$ cat src/rtl/lfsr_pkg.sv
// Shared definitions for the LFSR command sequencer: command encodings,
// sequencer state type, tap mask and the LFSR next-state function.
package lfsr_pkg;

   localparam int unsigned LFSR_W = 8;
   localparam int unsigned OP_W   = 2;
   localparam int unsigned CNT_W  = 8;

   // Feedback taps at bits 0, 2, 3 and 4.
   localparam logic [LFSR_W-1:0] TAP_MASK = 8'b0001_1101;

   typedef enum logic [OP_W-1:0] {
      OP_LOAD = 2'd0,
      OP_STEP = 2'd1,
      OP_RUN  = 2'd2,
      OP_STOP = 2'd3
   } cmd_op_e;

   typedef enum logic [1:0] {
      ST_IDLE  = 2'd0,
      ST_BURST = 2'd1,
      ST_RUN   = 2'd2
   } state_e;

   // Command payload as seen by the sequencer.
   typedef struct packed {
      cmd_op_e             op;
      logic [LFSR_W-1:0]   arg;
   } cmd_t;

   // Fibonacci shift: feedback enters at the MSB.
   function automatic logic [LFSR_W-1:0] lfsr_next(input logic [LFSR_W-1:0] q);
      return {^(q & TAP_MASK), q[LFSR_W-1:1]};
   endfunction

endpackage

$ cat src/rtl/lfsr_core.sv
// 8-bit Fibonacci LFSR register.
// Ports: clk, rst (async active-low), load/load_val (parallel load, wins over
// step), step (advance one state), q (current state).
module lfsr_core
   import lfsr_pkg::*;
#(
   parameter logic [LFSR_W-1:0] RESET_SEED = 8'h01
) (
   input  logic              clk,
   input  logic              rst,
   input  logic              load,
   input  logic [LFSR_W-1:0] load_val,
   input  logic              step,
   output logic [LFSR_W-1:0] q
);

   // State register; load has priority over step.
   always_ff @(posedge clk or negedge rst) begin
      if (!rst) begin
         q <= RESET_SEED;
      end else if (load) begin
         q <= load_val;
      end else if (step) begin
         q <= lfsr_next(q);
      end
   end

endmodule

$ cat src/rtl/lfsr_seq.sv
// Command-driven LFSR sequencer: LOAD / STEP-N / RUN / STOP over valid/ready,
// steps paced by a DIV-clock prescaler, zero seeds rejected.
// Ports: clk, rst (async active-low); cmd_valid/cmd_op/cmd_arg/cmd_ready
// command handshake; lfsr_q current state; step_o new-state pulse; done_o
// burst/stop completion pulse; busy_o stepping active; seed_err sticky
// zero-seed flag; cmd_err ignored-command pulse.
module lfsr_seq
   import lfsr_pkg::*;
#(
   parameter int unsigned       DIV        = 4,
   parameter logic [LFSR_W-1:0] RESET_SEED = 8'h01
) (
   input  logic              clk,
   input  logic              rst,
   input  logic              cmd_valid,
   input  logic [OP_W-1:0]   cmd_op,
   input  logic [LFSR_W-1:0] cmd_arg,
   output logic              cmd_ready,
   output logic [LFSR_W-1:0] lfsr_q,
   output logic              step_o,
   output logic              done_o,
   output logic              busy_o,
   output logic              seed_err,
   output logic              cmd_err
);

   localparam logic [CNT_W-1:0] PS_LAST = CNT_W'(DIV - 1);

   state_e            state_q, state_n;
   logic [CNT_W-1:0]  ps_q, ps_n;
   logic [CNT_W-1:0]  rem_q, rem_n;
   cmd_t              cmd_c;
   logic              accept_c;
   logic              stop_c;
   logic              tick_c;
   logic              load_c;
   logic              step_c;
   logic              done_c;
   logic              cerr_c;
   logic              serr_set_c;
   logic              serr_clr_c;

   // Always ready outside reset; every state accepts a command.
   assign cmd_ready = rst;

   assign cmd_c    = '{op: cmd_op_e'(cmd_op), arg: cmd_arg};
   assign accept_c = cmd_valid & cmd_ready;
   assign stop_c   = accept_c && (cmd_c.op == OP_STOP);
   assign tick_c   = (state_q != ST_IDLE) && (ps_q == PS_LAST);

   // State register.
   always_ff @(posedge clk or negedge rst) begin
      if (!rst) begin
         state_q <= ST_IDLE;
      end else begin
         state_q <= state_n;
      end
   end

   // Next-state logic.
   always_comb begin
      state_n = state_q;
      case (state_q)
         ST_IDLE: begin
            if (accept_c) begin
               if (cmd_c.op == OP_STEP && cmd_c.arg != '0) begin
                  state_n = ST_BURST;
               end else if (cmd_c.op == OP_RUN) begin
                  state_n = ST_RUN;
               end
            end
         end
         ST_BURST: begin
            if (stop_c) begin
               state_n = ST_IDLE;
            end else if (tick_c && rem_q == CNT_W'(1)) begin
               state_n = ST_IDLE;
            end
         end
         ST_RUN: begin
            if (stop_c) begin
               state_n = ST_IDLE;
            end
         end
         default: state_n = ST_IDLE;
      endcase
   end

   // Datapath controls and pulse sources.
   always_comb begin
      ps_n       = ps_q;
      rem_n      = rem_q;
      load_c     = 1'b0;
      step_c     = 1'b0;
      done_c     = 1'b0;
      cerr_c     = 1'b0;
      serr_set_c = 1'b0;
      serr_clr_c = 1'b0;
      case (state_q)
         ST_IDLE: begin
            // Prescaler parked at 0 so entry to BURST/RUN starts a full period.
            ps_n = '0;
            if (accept_c) begin
               case (cmd_c.op)
                  OP_LOAD: begin
                     if (cmd_c.arg != '0) begin
                        load_c     = 1'b1;
                        serr_clr_c = 1'b1;
                     end else begin
                        serr_set_c = 1'b1;
                     end
                  end
                  OP_STEP: begin
                     if (cmd_c.arg != '0) begin
                        rem_n = cmd_c.arg;
                     end else begin
                        done_c = 1'b1;
                     end
                  end
                  OP_STOP: done_c = 1'b1;
                  default: ;
               endcase
            end
         end
         ST_BURST, ST_RUN: begin
            if (stop_c) begin
               // STOP beats a coincident tick.
               done_c = 1'b1;
               rem_n  = '0;
               ps_n   = '0;
            end else begin
               cerr_c = accept_c;
               if (tick_c) begin
                  step_c = 1'b1;
                  ps_n   = '0;
                  if (state_q == ST_BURST) begin
                     rem_n  = rem_q - CNT_W'(1);
                     done_c = (rem_q == CNT_W'(1));
                  end
               end else begin
                  ps_n = ps_q + CNT_W'(1);
               end
            end
         end
         default: ;
      endcase
   end

   // Counters, flags and registered pulses.
   always_ff @(posedge clk or negedge rst) begin
      if (!rst) begin
         ps_q     <= '0;
         rem_q    <= '0;
         step_o   <= 1'b0;
         done_o   <= 1'b0;
         busy_o   <= 1'b0;
         seed_err <= 1'b0;
         cmd_err  <= 1'b0;
      end else begin
         ps_q    <= ps_n;
         rem_q   <= rem_n;
         step_o  <= step_c;
         done_o  <= done_c;
         busy_o  <= (state_n != ST_IDLE);
         cmd_err <= cerr_c;
         if (serr_set_c) begin
            seed_err <= 1'b1;
         end else if (serr_clr_c) begin
            seed_err <= 1'b0;
         end
      end
   end

   lfsr_core #(
      .RESET_SEED (RESET_SEED)
   ) u_core (
      .clk      (clk),
      .rst      (rst),
      .load     (load_c),
      .load_val (cmd_c.arg),
      .step     (step_c),
      .q        (lfsr_q)
   );

endmodule

$ cat config.mk
export PLATFORM = sky130hd
export DESIGN_NAME = lfsr_seq
export DESIGN_NICKNAME = d
export VERILOG_FILES = /design/src/rtl/lfsr_pkg.sv /design/src/rtl/lfsr_core.sv /design/src/rtl/lfsr_seq.sv
export SDC_FILE = /design/constraint.sdc
export NUM_CORES = 1
export LEC_CHECK = 0
export BUFFER_PORTS_ARGS = -buffer_cell sky130_fd_sc_hd__buf_2
export CAP_MARGIN = 5
export CORE_MARGIN = 2
export CORE_UTILIZATION = 57
export DETAILED_ROUTE_END_ITERATION = 7
export PLACE_DENSITY_LB_ADDON = 0.08
export SETUP_SLACK_MARGIN = 0.4
export SYNTH_ARGS = -nofsm -noshare
export SYNTH_HDL_FRONTEND = slang
export SYNTH_SLANG_ARGS = --single-unit
$ cat constraint.sdc
create_clock -name clk -period 2.4 [get_ports clk]
set_input_delay 0.36 -clock clk [delete_from_list [all_inputs] [get_ports clk]]
set_output_delay 0.36 -clock clk [all_outputs]
set_load 0.1 [all_outputs]
==> reports/summary.txt <==
Initial Util = 0.595
vias in the first global route = 1720
Clock Skew = 0.0126 ns
ANT cells = 0
Post-Syn Area = 1980 sq um
Post-DRT Antenna Nets = 0
H-tree levels = 2
setup TNS = 0 ns
DRC Markers = 0
Final Hold Fails = 0
detailed placer's ending HPWL = 3650 um
die width = 63.0 um
syn nets = 230
sequential area share after synthesis = 0.392
Finish-stage setup viols = 0
RSZ-0062 raised after global routing = yes
cell taking the most area after synthesis = dfrtp_1
CTS tree = done
EDFF count, synth = 0
Core Util, Final = 0.693
DIE AREA = 3970 sq um
Finished Cell Area = 2310 sq um
CTS sink cnt = 31
Power Density = 1370 nW/um^2
die height = 63.0 um
maxcap violations = 0
Worst Tran Pin Value = 0.728 ns
syn avg cell area = 9.45 sq um
share of the synthesized area in the top cell type = 0.378
dominant cells by area after synthesis = dfrtp_1 (38%), ha_1 (4.4%), nand2_1 (4.4%), a221o_1 (3.0%), nor2_1 (2.8%)
FILL cells = 291
Register Area = 777 sq um
clock root buffer = clkbuf_4
GP Congestion = 0.936
kind of critical path = flop to flop
Critical Path RT = 2.63 ns
FP Rows = 21
number of port buffers = 26
P_leak = 0.00103 uW
Hold Path Class = input port to async pin
Mapped Cells = 210
GRT Overall Usage = 0.271
largest net degree at the start of global routing = 18
CP Max Fanout = 6
maximum clock rate = 0.504 GHz
CP Capture Type = flop
Ports = 27
Pwr Total = 3160 uW
Max Slew Vio Count = 0
gr ovfl total = 0
status = completed
FF+latch count, synth = 31
hold buffer count at CTS = 0
Layout Area Growth over Synthesis = 16.6%
ys flop type = dfrtp_1
Num CTS Buffers = 5
min Tclk post-route = 1.98 ns
WL final = 5160 um
Async SR Flop Fraction = 1.00
clk_lat worst skew = 0.34 ns
Max IR drop VDD = 0.000626 V
initial antenna violation count = 0
Placed Area = 2150 sq um
startpoint types = flop
Synth warnings = 0
Routed WL per cell = 17.7 um
final period utilization = 0.826
share of cells above drive strength 1 = 0.253
Multi-input gate area = 1160 sq um
drt pass-1 iters = 5
first-pass GRT wire length = 8340 um
Nets = 264
largest buffer count on any clock path = 2
initial DRC count = 243
Unique masters post-synth = 61
clk slew on worst S/H paths = 0.10 ns
Worst slew margin = 0.511
Vias/cell = 6.40
core footprint = 3340 sq um
WP data arrival = 2.21 ns
vias = 1861
metal layers:
layer,global-route usage,share of wire,vias to the layer above
met1,0.361,0.43,865
met4,0.100,0.026,0
met2,0.423,0.46,119
li1,-,-,859
met3,0.0703,0.080,18
met5,0,0,-
what timing repair did:
| action | in CTS | in global routing |
|---|---|---|
| cloned | 0 | 0 |
| pin swaps | 0 | 6 |
| endpoints found under the setup margin | 7 | 22 |
| resized for setup | 1 | 8 |
| buffers inserted | 0 | 7 |
where the power goes:
part           total [uW]  switching (uW)  internal [uW]
Combinational        1960            1360            606
Clock                 326             184            142
Sequential            871             182            689
critical path: stages, from the launching register on:
cell     delay (ns)
dfrtp_1        0.44
inv_2          0.08
ha_4           0.18
nor4b_4        0.33
buf_4          0.18
nand4_4        0.13
and2_4         0.23
a221o_1        0.29
per-stage QoR:
| step | instances | setup slack (ns) | hold slack [ns] |
|---|---|---|---|
| 6_report | 291 | 0.418 | 0.0365 |
| 5_1_grt | 291 | 0.339 | 0.0267 |
| 4_1_cts | 284 | 0.405 | 0.0264 |
| 3_5_place_dp | 276 | 0.374 | 0.398 |
| 3_3_place_gp | 276 | 0.399 | 0.385 |
| 2_1_floorplan | 210 | 0.451 | 0.0644 |
state kept, by name, summed over array words and instances, names as in the netlist:
register  cells
rem_q         8
step_o        1
busy_o        1
state_q       2
u_core.q      8
ps_q          8
seed_err      1
done_o        1
cmd_err       1
placed cells by master (no fill, tap or decap), types with 4 or more instances in the layout:
cell type  synthesis  layout
ha_1               7       6
nand3_1            6       6
a221o_1            6       6
nor2b_1            4       4
dfrtp_1           30      30
buf_4              1      11
nor2_1            15      14
o21ai_0            5       5
nand2_1           23      23
xnor2_1            6       6
inv_1             11       9
a21oi_1            6       6
nor3_1             4       4
buf_2              2      26
clkbuf_4           0       5
logic make-up (layout without fill, tap and decap cells):
family,count (synthesis),count (layout),synth area share
and+or+nand+nor,82,82,0.236
buffers and inverters,22,57,0.0523
muxes,3,3,0.0164
DFF,31,31,0.392
xor gates and xnor gates,8,8,0.0353
AOI/OAI and AO/OA,57,57,0.224
adders and majority gates,7,7,0.0441
path summary, 6_finish.rpt:
path | to | slack, ns | from | cells past startpoint
setup / recovery | u_core.q[1] | 0.42 | state_q[0] | 7
hold / removal | state_q[0] | 0.04 | rst | 2
setup reg to reg | u_core.q[1] | 0.42 | state_q[0] | 7
hold reg to reg | seed_err | 0.52 | seed_err | 1
max in group asynchronous | u_core.q[0] | 2.10 | rst | 2
min in group clk | u_core.q[3] | 0.30 | cmd_arg[3] | 3
final cells by class:
cell class,instances,area share
Inverter,12,0.0195
Clock buffer,7,0.0238
Clock inverter,1,0.00216
Tap cell,46,0.0249
Timing Repair Buffer,37,0.0919
Sequential cell,31,0.336
Multi-Input combinational cell,157,0.502
cells in the mapped netlist, types with 3 or more instances:
cell and n:
a31oi_1 3, inv_1 11, a22oi_1 3, nor2b_1 4
ha_1 7, a41oi_1 3, dfrtp_1 30, nor2_1 15
nor3_1 4, a21oi_1 6, nor4_1 3, nand2_1 23
nand4b_1 3, o21ai_0 5, o221ai_1 3, nor4_2 3
a221o_1 6, nand3_1 6, and3_1 3, clkbuf_1 5
o22ai_1 4, xnor2_1 6
Note: power is estimated with default switching activity, not from simulation.
